--- src/rtl/nibble_add_seq.sv ---
// Multi-cycle adder that time-shares one 4-bit carry slice over WIDTH/4 steps.
// Define NIBBLE_ADD_SEQ_SUB_EN to add the sub port (a + ~b + 1 when sub=1).
module nibble_add_seq #(
  parameter int WIDTH = 16
) (
  input  logic             clk,
  input  logic             rst,
  input  logic             in_valid,
  output logic             in_ready,
  input  logic [WIDTH-1:0] a,
  input  logic [WIDTH-1:0] b,
  input  logic             cin,
`ifdef NIBBLE_ADD_SEQ_SUB_EN
  input  logic             sub,
`endif
  output logic [WIDTH-1:0] sum,
  output logic             cout,
  output logic             out_valid,
  input  logic             out_ready,
  output logic             busy
);

  localparam int N  = WIDTH / 4;
  localparam int CW = $clog2(N + 1);

  typedef enum logic [1:0] {S_IDLE, S_RUN, S_DONE} state_t;

  state_t           state_q, state_d;
  logic [CW-1:0]    cnt_q;
  logic [WIDTH-1:0] a_q, b_q, sum_q, sum_d;
  logic             carry_q, cout_q;
  logic [WIDTH-1:0] a_sh, b_sh;
  logic [4:0]       slice;
  logic             accept, last_step;
  logic [WIDTH-1:0] b_eff;
  logic             cin_eff;

`ifdef NIBBLE_ADD_SEQ_SUB_EN
  // Subtraction folds into the same adder: invert B once at accept, force carry-in.
  assign b_eff   = sub ? ~b : b;
  assign cin_eff = sub ? 1'b1 : cin;
`else
  assign b_eff   = b;
  assign cin_eff = cin;
`endif

  assign accept    = (state_q == S_IDLE) && in_valid;
  assign last_step = (cnt_q == CW'(N - 1));
  assign a_sh      = a_q >> {cnt_q, 2'b00};
  assign b_sh      = b_q >> {cnt_q, 2'b00};
  assign slice     = {1'b0, a_sh[3:0]} + {1'b0, b_sh[3:0]} + {4'b0000, carry_q};

  generate
    for (genvar gi = 0; gi < N; gi++) begin : g_nib
      assign sum_d[4*gi +: 4] = (state_q == S_RUN && cnt_q == CW'(gi))
                                ? slice[3:0] : sum_q[4*gi +: 4];
    end
  endgenerate

  always_ff @(posedge clk) begin
    if (rst) state_q <= S_IDLE;
    else     state_q <= state_d;
  end

  always_comb begin
    state_d = state_q;
    case (state_q)
      S_IDLE:  if (in_valid) state_d = S_RUN;
      S_RUN:   if (last_step) state_d = S_DONE;
      S_DONE:  if (out_ready) state_d = S_IDLE;
      default: state_d = S_IDLE;
    endcase
  end

  always_comb begin
    in_ready  = (state_q == S_IDLE);
    out_valid = (state_q == S_DONE);
    busy      = (state_q == S_RUN) || (state_q == S_DONE);
  end

  always_ff @(posedge clk) begin
    if (rst) begin
      a_q     <= '0;
      b_q     <= '0;
      sum_q   <= '0;
      carry_q <= 1'b0;
      cout_q  <= 1'b0;
      cnt_q   <= '0;
    end else if (accept) begin
      a_q     <= a;
      b_q     <= b_eff;
      carry_q <= cin_eff;
      cnt_q   <= '0;
    end else if (state_q == S_RUN) begin
      sum_q   <= sum_d;
      carry_q <= slice[4];
      cnt_q   <= cnt_q + CW'(1);
      if (last_step) cout_q <= slice[4];
    end
  end

  assign sum  = sum_q;
  assign cout = cout_q;

endmodule

--- config.mk ---
export PLATFORM = sky130hd
export DESIGN_NAME = nibble_add_seq
export DESIGN_NICKNAME = d
export VERILOG_FILES = /design/src/rtl/nibble_add_seq.sv
export SDC_FILE = /design/constraint.sdc
export NUM_CORES = 1
export LEC_CHECK = 0
export CORE_MARGIN = 1
export CORE_UTILIZATION = 33
export DETAILED_ROUTE_END_ITERATION = 7
export SYNTH_ARGS = -nofsm -noshare
export SYNTH_HDL_FRONTEND = slang
export SYNTH_SLANG_ARGS = --single-unit
--- constraint.sdc ---
create_clock -name clk -period 3.1 [get_ports clk]
set_input_delay 0.31 -clock clk [delete_from_list [all_inputs] [get_ports clk]]
set_output_delay 0.31 -clock clk [all_outputs]
set_load 0.01 [all_outputs]
# == Word level (Yosys, flattened, before mapping) ==
# Cells that the tools add are included.
# word_totals
output_inout_bits,20
regBits,55
input_bits,37
ram_bits,0
latch_bits,0
elab_cells,46
romBits,0
n_memories,0
# op_classes
muxes,6
n_mul,0
n_lt_le_gt_ge,0
n_reduce_logical,16
div_mod_pow,0
bitwise,1
eq_ne,8
add_sub_neg,3
shifts,2
# op_table
op,count
$shr A16 B5 Y4,2
$reduce_and A3 Y1,6
$eq A3 B2 Y1 const B,2
$mux W2,3
$pmux W2 S3,1
$add A4 B4 Y5,1
$add A5 B1 Y5,1
$logic_and A1 B1 Y1,5
$ne A2 B2 Y1 const B,2
$add A3 B1 Y3 const B,1
$eq A3 B1 Y1 const B,1
$logic_not A3 Y1,1
$eq A2 B1 Y1 const B,1
$eq A2 B2 Y1 const B,1
$logic_not A2 Y1,1
$mux W1,2
$ne A2 B1 Y1 const B,1
$reduce_bool A2 Y1,1
$reduce_or A2 Y1,1
$logic_or A1 B1 Y1,1
$not A1 Y1,1

# == Depth between registers and ports, before layout ==
# depth
depth_word,5
ltp_mapped,8
mapped_depth_nobuf,7

# == Worst setup path after synthesis ==
# Ideal clock, no wire load.
# synth_path
path_type,reg2reg
startpoint,reg cnt_q[0]
endpoint,reg carry_q
setup_time_ns,0.133
required_time_ns,2.967
arrival_ns,2.481
n_path_buf,1
synth_period_minus_slack_ns,2.614
path_stages_with_launch,9
path_slack_ns,0.486
path_cell_list,dfxtp_1 -> buf_6 -> mux4_2 -> and2_1 -> fa_1 -> fa_1 -> a21o_2 -> a21oi_1 -> o221ai_1
# synth_via
elab_chain_cells,5
word_cells_on_any_way,6
cone_classes,2 x add/sub; 2 x shift; 2 x mux
# synth_lines
item,line_no,text
start: declaration,29,logic [CW-1:0] cnt_q;
start signal: assignment,97,cnt_q <= cnt_q + CW'(1);
$shr A16 B5 Y4 (on tied branches),"49, 50",
$add A4 B4 Y5 (*),51,"assign slice = {1'b0, a_sh[3:0]} + {1'b0, b_sh[3:0]} + {4'b0000, carry_q};"
$add A5 B1 Y5 (*),51,
$mux W1 (*),94,end else if (state_q == S_RUN) begin
$mux W1 (*),89,end else if (accept) begin
end signal: assignment,92,carry_q <= cin_eff;
end signal: assignment,96,carry_q <= slice[4];
end: declaration,31,"logic carry_q, cout_q;"
# Every way passes the cells marked *; elsewhere a longest branch is shown, timed or not. The select of a mux whose other input is x is not followed.
# A chain may end at the register's enable or synchronous reset.

# == Worst setup path in the final report ==
# Same ends and word-level chain as after synthesis.

==> flow_summary_export.csv <==
group,metric,value,unit
timing,finalCritPeriodShare,86.4,%
floorplan,die_w,90.4,um
yosys,yosysSeqAreaShare,42.7,%
grt,grt_max_degree,51,
finish,nets,387,
clock_network,insertion_delay,300,ps
floorplan,io_pins,57,
setup_path,crit_type,"reg2reg",
finish,drive_gt1_share,8.88,%
timing,drv_slew,0,
setup_path,worstPathRequired,3260,ps
setup_path,worst_setup_path_end_kind,"register",
yosys,synth_nets,337,
timing,rsz0062_at_grt,"false",
pwr,combPwrFrac,16.8,%
pwr,internal_power,1.10,mW
clock_network,root_buffer,"clkbuf_8",
pwr,power_density,445,nW/um^2
yosys,async_flop_share,0,%
clock_network,cts_buffer_depth,2,
floorplan,rows,31,
pwr,vdd_drop_max,213,uV
finish,area_growth,28.4,%
placement,dp_hpwl,4280,um
routing,ant_nets,0,
floorplan,die_h,90.4,um
routing,drt-initial-drc-count,59,
clock_network,cts.sinks,55,
clock_network,tritoncts,"yes",
timing,worst_pin_slew,713,ps
pwr,p_leak,1.21,nW
pwr,seqPwrFrac,51.6,%
yosys,syn-cell-area,2580,um^2
setup_path,crit_arrival,2840,ps
yosys,synth_cells,287,
pwr,clockPowerShare,31.6,%
finish,instances_no_fill,437,
timing,hold_viol,0,
finish,diodes,0,
routing,drt_wl_total,5690,um
floorplan,die_area,8180,um^2
finish,seq_area,1100,um^2
setup_path,path_max_fanout,4,
timing,fin_tns_setup,0,ps
clock_network,cts_made_buffers,5,
yosys,synth_flop_cell,"dfxtp_1",
placement,dp_cells,429,
clock_network,clk_pin_slew,100,ps
yosys,ys_seq_elements,55,
timing,min_period,2680,ps
routing,via_count,2117,
timing,holdWs,333,ps
floorplan,start_util,34.8,%
clock_network,htree_levels,2,
placement,io_buffer_count,56,
yosys,ys_types,40,
timing,max_slew_margin,52.4,%
finish,fill_cells,748,
floorplan,core-area,7410,um^2
grt,antenna_found_initial,0,
yosys,ys_warn_count,0,
timing,clock_skew,4.74,ps
pwr,switching_power,0.371,mW
clock_network,hold_buffers,0,
run,cap_violations,0,
grt,first_global_vias,2021,
grt,grtUsageTotal,14.1,%
grt,grt_overflow_total,0,
routing,via_per_inst,4.84,
setup_path,cp-start-kind,"register",
routing,drcViolationCount,0,
finish,multi_input_comb_area,1350,um^2
pwr,p_sw_share,25.2,%
clock_network,post-cts-setup-buffer-count,0,
yosys,synth_edf_count,0,
yosys,syn_area_per_cell,8.99,um^2
clock_network,cts_resized,0,
routing,wl_per_cell,13.0,um
status,status,"finished clean",
timing,fmax,373,MHz
routing,first_pass_iters,4,
timing,finalSetupViolations,0,
min_path,hp-class,"in2reg",
grt,grt_pass1_wl,9420,um
placement,gp_congestion,0.816,
[layout make-up]
cell class	instances	share of cell area, %
clock buffer	5	2.08
clock inverter	3	1.32
inverter	6	0.680
multi-input combinational	206	40.6
sequential	55	33.2
tap	99	3.74
timing repair buffer	63	18.3
[worst max-delay path, cell delays in order (launching register included)]
cell	delay [ps]
dfxtp_1	420
mux4_2	520
and2_1	180
fa_1	440
fa_1	430
a21o_2	200
a21oi_1	200
o221ai_1	150
[synth_stat cells (all sizes together) (2+ instances only)]
cell type   n  area, um^2
nand2      73         274
dfxtp      55        1100
a21oi      41         205
buf        13        85.1
ha         11         138
and2       10        62.6
nor2        9        33.8
mux4        8         180
clkbuf      7        26.3
inv         6        22.5
mux2i       5        50.1
nand3       5        25.0
o221ai      4        35.0
a211oi      3        22.5
and3b       3        30.0
nand4b      3        26.3
nor2b       3        18.8
o21ai       3        15.0
a21o        2        16.3
a311oi      2        23.8
and3        2        17.5
fa          2        40.0
nand2b      2        12.5
nor3        2        10.0
o211ai      2        15.0
o31ai       2        15.0
xnor2       2        17.5
[per-stage QoR]
step | power (mW) | instance area, um^2 | setup WS [ps] | util [%]
6_report | 1.48 | 3310 | 422 | 44.7
5_1_grt | 1.56 | 3310 | 292 | 44.7
4_1_cts | 1.50 | 3310 | 424 | 44.7
3_5_place_dp | 1.03 | 3200 | 434 | 43.2
3_3_place_gp | 1.02 | 3200 | 506 | 43.2
2_1_floorplan | 0.931 | 2580 | 486 | -
[routing by layer]
layer / GRT usage, % / share of wire [%]
met1: 18.6 / 47
met2: 23.6 / 48
met3: 2.86 / 3.4
met4: 3.49 / 0.77
met5: 0 / 0
[logic make-up (layout without fill, tap and decap cells)]
logic type,Yosys count,count (layout),share of synthesized area [%]
and+or+nand+nor,116,116,20.9
AOI/OAI and AO/OA,62,62,14.8
DFF,55,55,42.7
buffers and inverters,26,77,5.19
adders and majority gates,13,13,6.88
muxes,13,13,8.92
xor gates and xnor gates,2,2,0.679
[power by group through the flow]
stage / Combinational, mW / Clock [mW] / Sequential [mW]
after floorplan: 0.159 / 0 / 0.771
after global placement: 0.248 / 0 / 0.777
after detailed placement: 0.250 / 0 / 0.778
after CTS: 0.251 / 0.484 / 0.762
after global routing: 0.274 / 0.516 / 0.766
final: 0.248 / 0.467 / 0.761
[cells in the final DEF, fill, tap and decap left out, types with 2 or more instances in the layout]
cell,count
a211oi_1,3
o221ai_1,4
o211ai_1,2
nor2b_1,3
clkbuf_8,5
xnor2_1,2
o21ai_0,3
dfxtp_1,55
nand3_1,5
and3b_1,2
o31ai_1,2
ha_1,11
mux2i_1,5
and2_1,10
mux4_2,8
nand2b_1,2
buf_4,7
nand2_1,73
a21oi_1,41
fa_1,2
clkdlybuf4s50_1,55
nor3_1,2
inv_1,6
nor2_1,9
nand4b_1,3
[sequential cells by signal, indices dropped and copies added, names as in the netlist]
name,flops
cnt_q,3
state_q,2
b_q,16
sum,16
carry_q,1
cout,1
a_q,16
[path summary, 6_finish.rpt]
check / start / to / slack [ps] / depth (start not counted)
max: cnt_q[0]$_SDFFE_PP0P_ / carry_q$_SDFFE_PP0P_ / 420 / 7
min reg2reg: sum[12]$_SDFFE_PP0P_ / sum[12]$_SDFFE_PP0P_ / 460 / 2
min: rst / sum[3]$_SDFFE_PP0P_ / 330 / 2
max reg2reg: cnt_q[0]$_SDFFE_PP0P_ / carry_q$_SDFFE_PP0P_ / 420 / 7
No activity file was read; power rests on OpenSTA's default activity.
